**src/rtl/dmem_port_arbiter.sv**
```systemverilog
// Shares the single-port dmem between the processor (priority) and one aux requester.
// Define DMEM_ARB_STARVE_EN to add the starvation guard that forces an aux slot.
module dmem_port_arbiter #(
   parameter int unsigned ADDR_W       = 12,
   parameter int unsigned DATA_W       = 32,
   parameter int unsigned STARVE_LIMIT = 8
) (
   input  logic              clock,
   input  logic              resetn,
   input  logic              proc_req,
   input  logic [ADDR_W-1:0] proc_addr,
   input  logic [DATA_W-1:0] proc_wdata,
   input  logic              proc_wren,
   output logic              proc_stall,
   input  logic              aux_req,
   input  logic [ADDR_W-1:0] aux_addr,
   input  logic [DATA_W-1:0] aux_wdata,
   input  logic              aux_wren,
   output logic              aux_gnt,
   output logic              aux_rvalid,
   output logic [DATA_W-1:0] aux_rdata,
   output logic [ADDR_W-1:0] mem_addr,
   output logic [DATA_W-1:0] mem_wdata,
   output logic              mem_wren,
   input  logic [DATA_W-1:0] mem_q
);

   if (STARVE_LIMIT < 1 || STARVE_LIMIT > 15) begin : g_bad_limit
      $error("dmem_port_arbiter: STARVE_LIMIT must be in 1..15");
   end

   typedef enum logic [1:0] {
      OWN_IDLE,
      OWN_PROC,
      OWN_AUX,
      OWN_FORCED
   } owner_t;

   owner_t owner;
   logic   forced;
   logic   rd_p1;
   logic   rd_p2;

`ifdef DMEM_ARB_STARVE_EN
   logic [3:0] starve_cnt;

   assign forced = aux_req && (starve_cnt == 4'(STARVE_LIMIT));

   // Clearing on the grant guarantees the processor is never stalled twice in a row.
   always_ff @(posedge clock or negedge resetn) begin
      if (!resetn) begin
         starve_cnt <= '0;
      end else if (!aux_req || aux_gnt) begin
         starve_cnt <= '0;
      end else if (starve_cnt != 4'(STARVE_LIMIT)) begin
         starve_cnt <= starve_cnt + 4'd1;
      end
   end
`else
   assign forced = 1'b0;
`endif

   always_comb begin
      if (forced)
         owner = OWN_FORCED;
      else if (proc_req)
         owner = OWN_PROC;
      else if (aux_req)
         owner = OWN_AUX;
      else
         owner = OWN_IDLE;
   end

   // Pure mux on the processor path; reset only masks the strobes.
   always_comb begin
      mem_addr   = proc_addr;
      mem_wdata  = proc_wdata;
      mem_wren   = 1'b0;
      aux_gnt    = 1'b0;
      proc_stall = 1'b0;
      case (owner)
         OWN_PROC: begin
            mem_wren = proc_wren;
         end
         OWN_AUX: begin
            mem_addr  = aux_addr;
            mem_wdata = aux_wdata;
            mem_wren  = aux_wren;
            aux_gnt   = 1'b1;
         end
         OWN_FORCED: begin
            mem_addr  = aux_addr;
            mem_wdata = aux_wdata;
            mem_wren  = aux_wren;
            aux_gnt   = 1'b1;
`ifdef DMEM_ARB_STARVE_EN
            proc_stall = proc_req;
`endif
         end
         default: begin
            mem_wren = 1'b0;
         end
      endcase
      if (!resetn) begin
         mem_wren   = 1'b0;
         aux_gnt    = 1'b0;
         proc_stall = 1'b0;
      end
   end

   always_ff @(posedge clock or negedge resetn) begin
      if (!resetn) begin
         rd_p1     <= 1'b0;
         rd_p2     <= 1'b0;
         aux_rdata <= '0;
      end else begin
         rd_p1 <= aux_gnt & ~aux_wren;
         rd_p2 <= rd_p1;
         if (rd_p1)
            aux_rdata <= mem_q;
      end
   end

   assign aux_rvalid = rd_p2;

endmodule

```
**config.mk**
```make
export PLATFORM = sky130hd
export DESIGN_NAME = dmem_port_arbiter
export DESIGN_NICKNAME = d
export VERILOG_FILES = /design/src/rtl/dmem_port_arbiter.sv
export SDC_FILE = /design/constraint.sdc
export NUM_CORES = 1
export LEC_CHECK = 0
export ABC_AREA = 0
export BUFFER_PORTS_ARGS = -buffer_cell sky130_fd_sc_hd__buf_2
export CAP_MARGIN = 20
export CELL_PAD_IN_SITES_DETAIL_PLACEMENT = 2
export CELL_PAD_IN_SITES_GLOBAL_PLACEMENT = 2
export CORE_ASPECT_RATIO = 1.1
export CORE_MARGIN = 2
export CORE_UTILIZATION = 19
export CTS_BUF_LIST = sky130_fd_sc_hd__clkbuf_16
export DETAILED_ROUTE_END_ITERATION = 16
export PLACE_DENSITY = 0.82
export SYNTH_ARGS = -nofsm -noshare
export SYNTH_HDL_FRONTEND = slang
export SYNTH_SLANG_ARGS = --single-unit
export TNS_END_PERCENT = 50
```
**constraint.sdc**
```tcl
create_clock -name clock -period 1.8 [get_ports clock]
set_input_delay 0.45 -clock clock [delete_from_list [all_inputs] [get_ports clock]]
set_output_delay 0.45 -clock clock [all_outputs]
set_load 0.005 [all_outputs]
```
Yosys cells after proc, flatten, opt, wreduce, memory -nomap -nowiden
Cells that the tools add are included.
{ "word_totals": {"ff_bits": 34, "inputBits": 126, "out_inout_bits": 80, "word_cells": 17} }
{ "classes": {"eq_ne": 3, "n_mux": 8, "n_bitwise": 2, "n_reduce_logical": 1} }
{ "op_table": {"columns": ["op", "count"], "rows": [
  ["two-way mux 32 bit", 1],
  ["two-way mux 12 bit", 1],
  ["== test 2 bit (second input constant)", 2],
  ["two-way mux 2 bit", 2],
  ["two-way mux 1 bit", 3],
  ["== test 2 x 1 -> 1 bit (second input constant)", 1],
  ["one-hot mux 1 bit (2 select lines)", 1],
  ["OR reduction 2 bit", 1],
  ["AND 1 bit", 1],
  ["inverter 1 bit", 1]
]} }

Depth between registers and ports, before layout
{ "logic_depth": {"ltp_word": 7, "ltp_mapped": 4, "mapped_depth_nobuf": 2} }

Worst setup path before layout
Ideal clock, no wire load.
{ "synth_path": {"path_type": "in2out", "startpoint": "input proc_req", "endpoint": "output mem_addr[0]", "arrival_time_ps": 1156, "required_time_ps": 1350, "slack_ps": 194, "path_stages": 4, "path_cell_list": "nand2b_4 buf_6 buf_6 mux2_4"} }
{ "synth_between": {"elab_chain_cells": 4, "word_cells_on_any_way": 5, "classes_between": "eq/ne: 2; mux: 2; reduce/logical: 1"} }
{ "synth_lines": {"columns": ["element", "line_no", "source"], "rows": [
  ["from (decl)", "10", "input logic proc_req,"],
  ["two-way mux 2 bit (*)", "66", "else if (proc_req)"],
  ["== test 2 bit", "81", "case (owner)"],
  ["OR reduction 2 bit (no source line) (*)", null, null],
  ["two-way mux 12 bit (*)", "81", null],
  ["to (decl)", "22", "output logic [ADDR_W-1:0] mem_addr,"]
]} }
Every way passes the cells marked *; elsewhere a longest branch is shown, timed or not.

Worst setup path after layout
{ "layout_path": {"startpoint": "input proc_req", "endpoint": "output mem_addr[9]"} }
Same word-level chain as after synthesis.

==> results.md <==
* Status: finished, violations left
* Failing checks: setup timing
* Nets at 467
* Root Buffer: clkbuf_16
* Yosys reg bits at 34
* Post-route cell area at 3410 um2
* Detail Route Antenna Nets at 0
* Cell area after synthesis at 1940 um2
* IO Port Bufs at 204
* Synthesized netlist cell count at 128
* # hold bufs at CTS at 0
* CTS clk-pin slew, worst paths at 0.06 ns
* Core outline area at 9890 um2
* Register area share after synthesis at 44.0%
* Crit end category: primary output
* Worst Path Required at 1.35 ns
* CP Depth at 5
* Final setup fails at 2
* Synth Area per Inst at 15.1 um2
* Synth top cells by count: 47 x mux2_2, 34 x dfrtp_1, 27 x mux2_4, 4 x buf_4, 4 x buf_6
* Lkg Pwr at 1.86 nW
* CTS tree: yes
* DP HPWL at 6360 um
* # diodes at 0
* Critical Path, Cell by Cell: buf_6, nand2b_4, buf_12, mux2_4, buf_6
* Congestion Overflow GR at 0
* # DRC at 0
* Initial Utilization at 19.6%
* Routed wire length per instance at 16.5 um
* Final Critical Period at 1.81 ns
* WS Path Type: input port to primary output
* Standard-cell row count at 38
* I/O pin total at 206
* Die extent in x at 100 um
* CTS sink cnt at 34
* GRT Util Overall at 12.7%
* Post-route non-filler standard cell count at 462
* DIE HEIGHT at 110 um
* Placed Area at 3120 um2
* CP max stage delay at 0.32 ns
* Post-layout util at 34.5%
* Via count at 1953
* PwrDens at 772 nW/um2
* Syn nets at 254
* Clock buffer depth at 2
* Synth cell types at 16
* Maximum fanout along the worst path at 17
* Via-per-instance ratio at 4.23
* DRT iter0 DRCs at 30
* Peak VDD IR at 0.000501 V
* Kind of start point of the critical path: input port
* Final Wtd Congestion at 0.649
* Achievable Freq at 552 MHz
* Worst Slack Setup Final at -0.0112 ns
* TritonRoute pass-1 iters at 2
* YS warnings at 0
* Biggest area consumer among synthesized cells: dfrtp_1
* Layout cells sized above 1 at 87.1%
* Maxcap violations at 0
* H-tree depth at 2
* Clk Latency, worst-skew pair at 0.27 ns
* Slew Viols, Final at 0
* Synth area leaders: dfrtp_1 44%, mux2_2 27%, mux2_4 21%
* CP top delay family: buffers and inverters
* Async SR Flop Fraction at 100%
* Final WL at 7640 um
* Placed cell count at 451
* Area Growth Syn to Fin at 76.3%
* Most numerous cell in the Yosys netlist: mux2_2
* Most used cell, CP: buf_6
* Max stage delay cell, worst path: mux2_4
* Worst-case clock skew at 0.00288 ns
* Worst path buffer plus inverter count at 3
* Initial antenna violation count at 0
* Top cell type's share of synthesized area at 44.0%
* RSZ-0062 raised after global routing: yes
* Die ar. at 11000 um2
* First-pass GRT wire length at 10900 um
* Arrival time at the worst endpoint at 1.36 ns
* Fin crit share at 101%
* Worst-case reg-to-reg path depth at 2
* Number of global-route vias before repair at 2075
* Cts bufs inserted at 5
* Largest net degree at the start of global routing at 34
* Final hold vios at 0
* Ys flop type: dfrtp_1
* Total power draw at 2.64 mW
* Hold WC Path Type: input port to asynchronous set/reset pin
* Post-synth EDFFs at 0
-- power breakdown --
group / internal [mW] / switching, mW / total, mW
Clock: 0.504 / 0.306 / 0.810
Combinational: 0.524 / 0.301 / 0.825
Sequential: 0.925 / 0.0767 / 1.00
-- layer usage --
metal / share of wire (%) / track usage (%) / vias to the layer above
met1: 31 / 11.5 / 948
met3: 9.1 / 4.01 / 8
met4: 0.96 / 3.23 / 0
met2: 59 / 26.8 / 115
li1: - / - / 882
met5: 0 / 0 / -
-- layout by cell type (no fill, tap or decap), types with 2 or more instances in the layout --
master and n:
clkbuf_16 5, buf_2 184, buf_4 7, mux2_4 27, dfrtp_1 34, buf_12 2
mux2_2 47, mux2_1 2, buf_6 22
-- stage by stage --
stage          setup WS, ns  TNS (ns)  hold WS [ns]
6_report            -0.0112   -0.0167        0.0149
5_1_grt             -0.0423    -0.464        0.0137
4_1_cts             -0.0189   -0.0386       0.00950
3_5_place_dp        -0.0731     -1.62         0.307
3_3_place_gp        -0.0579     -1.07         0.310
2_1_floorplan         0.194         0         0.154
-- cell type report --
cell class                 count  area (um2)
tap                          120         150
timing repair buffer         215        1260
multi-input combinational     84        1010
clock buffer                   5         125
inverter                       1        3.75
fill                        1094        6480
sequential                    34         851
clock inverter                 3        16.3
-- cells by family (layout without fill, tap and decap cells) --
kind of cell,count (synthesis),count (layout),share of synthesized area (%)
AND/OR/NAND/NOR,5,6,1.61
flip-flops,34,34,44.0
buffers and inverters,11,224,4.52
multiplexers,76,76,49.5
other,1,1,0.194
AO/OA/AOI/OAI,1,1,0.258
-- path summary, 6_finish.rpt --
| kind | startpoint | end | slack [ns] |
|---|---|---|---|
| max | proc_req | mem_addr[9] | -0.01 |
| min | resetn | rd_p1 | 0.01 |
| max reg2reg | rd_p1 | aux_rdata[21] | 0.58 |
| min reg2reg | aux_rdata[25] | aux_rdata[25] | 0.50 |
| max in group asynchronous | resetn | aux_rdata[18] | 1.11 |
| min in group clock | mem_q[25] | aux_rdata[25] | 0.40 |
-- state kept, by name (all words and copies together) (netlist names) --
signal	flops
aux_rdata	32
aux_rvalid	1
rd_p1	1
-- what timing repair did --
action,in CTS,in global routing
setup buffers,2,0
setup endpoints to repair,39,22
resized for setup,12,11
cloned,1,0
pin swaps,0,0
endpoints found under the hold margin,0,0
Note: power is estimated with default switching activity, not from simulation.
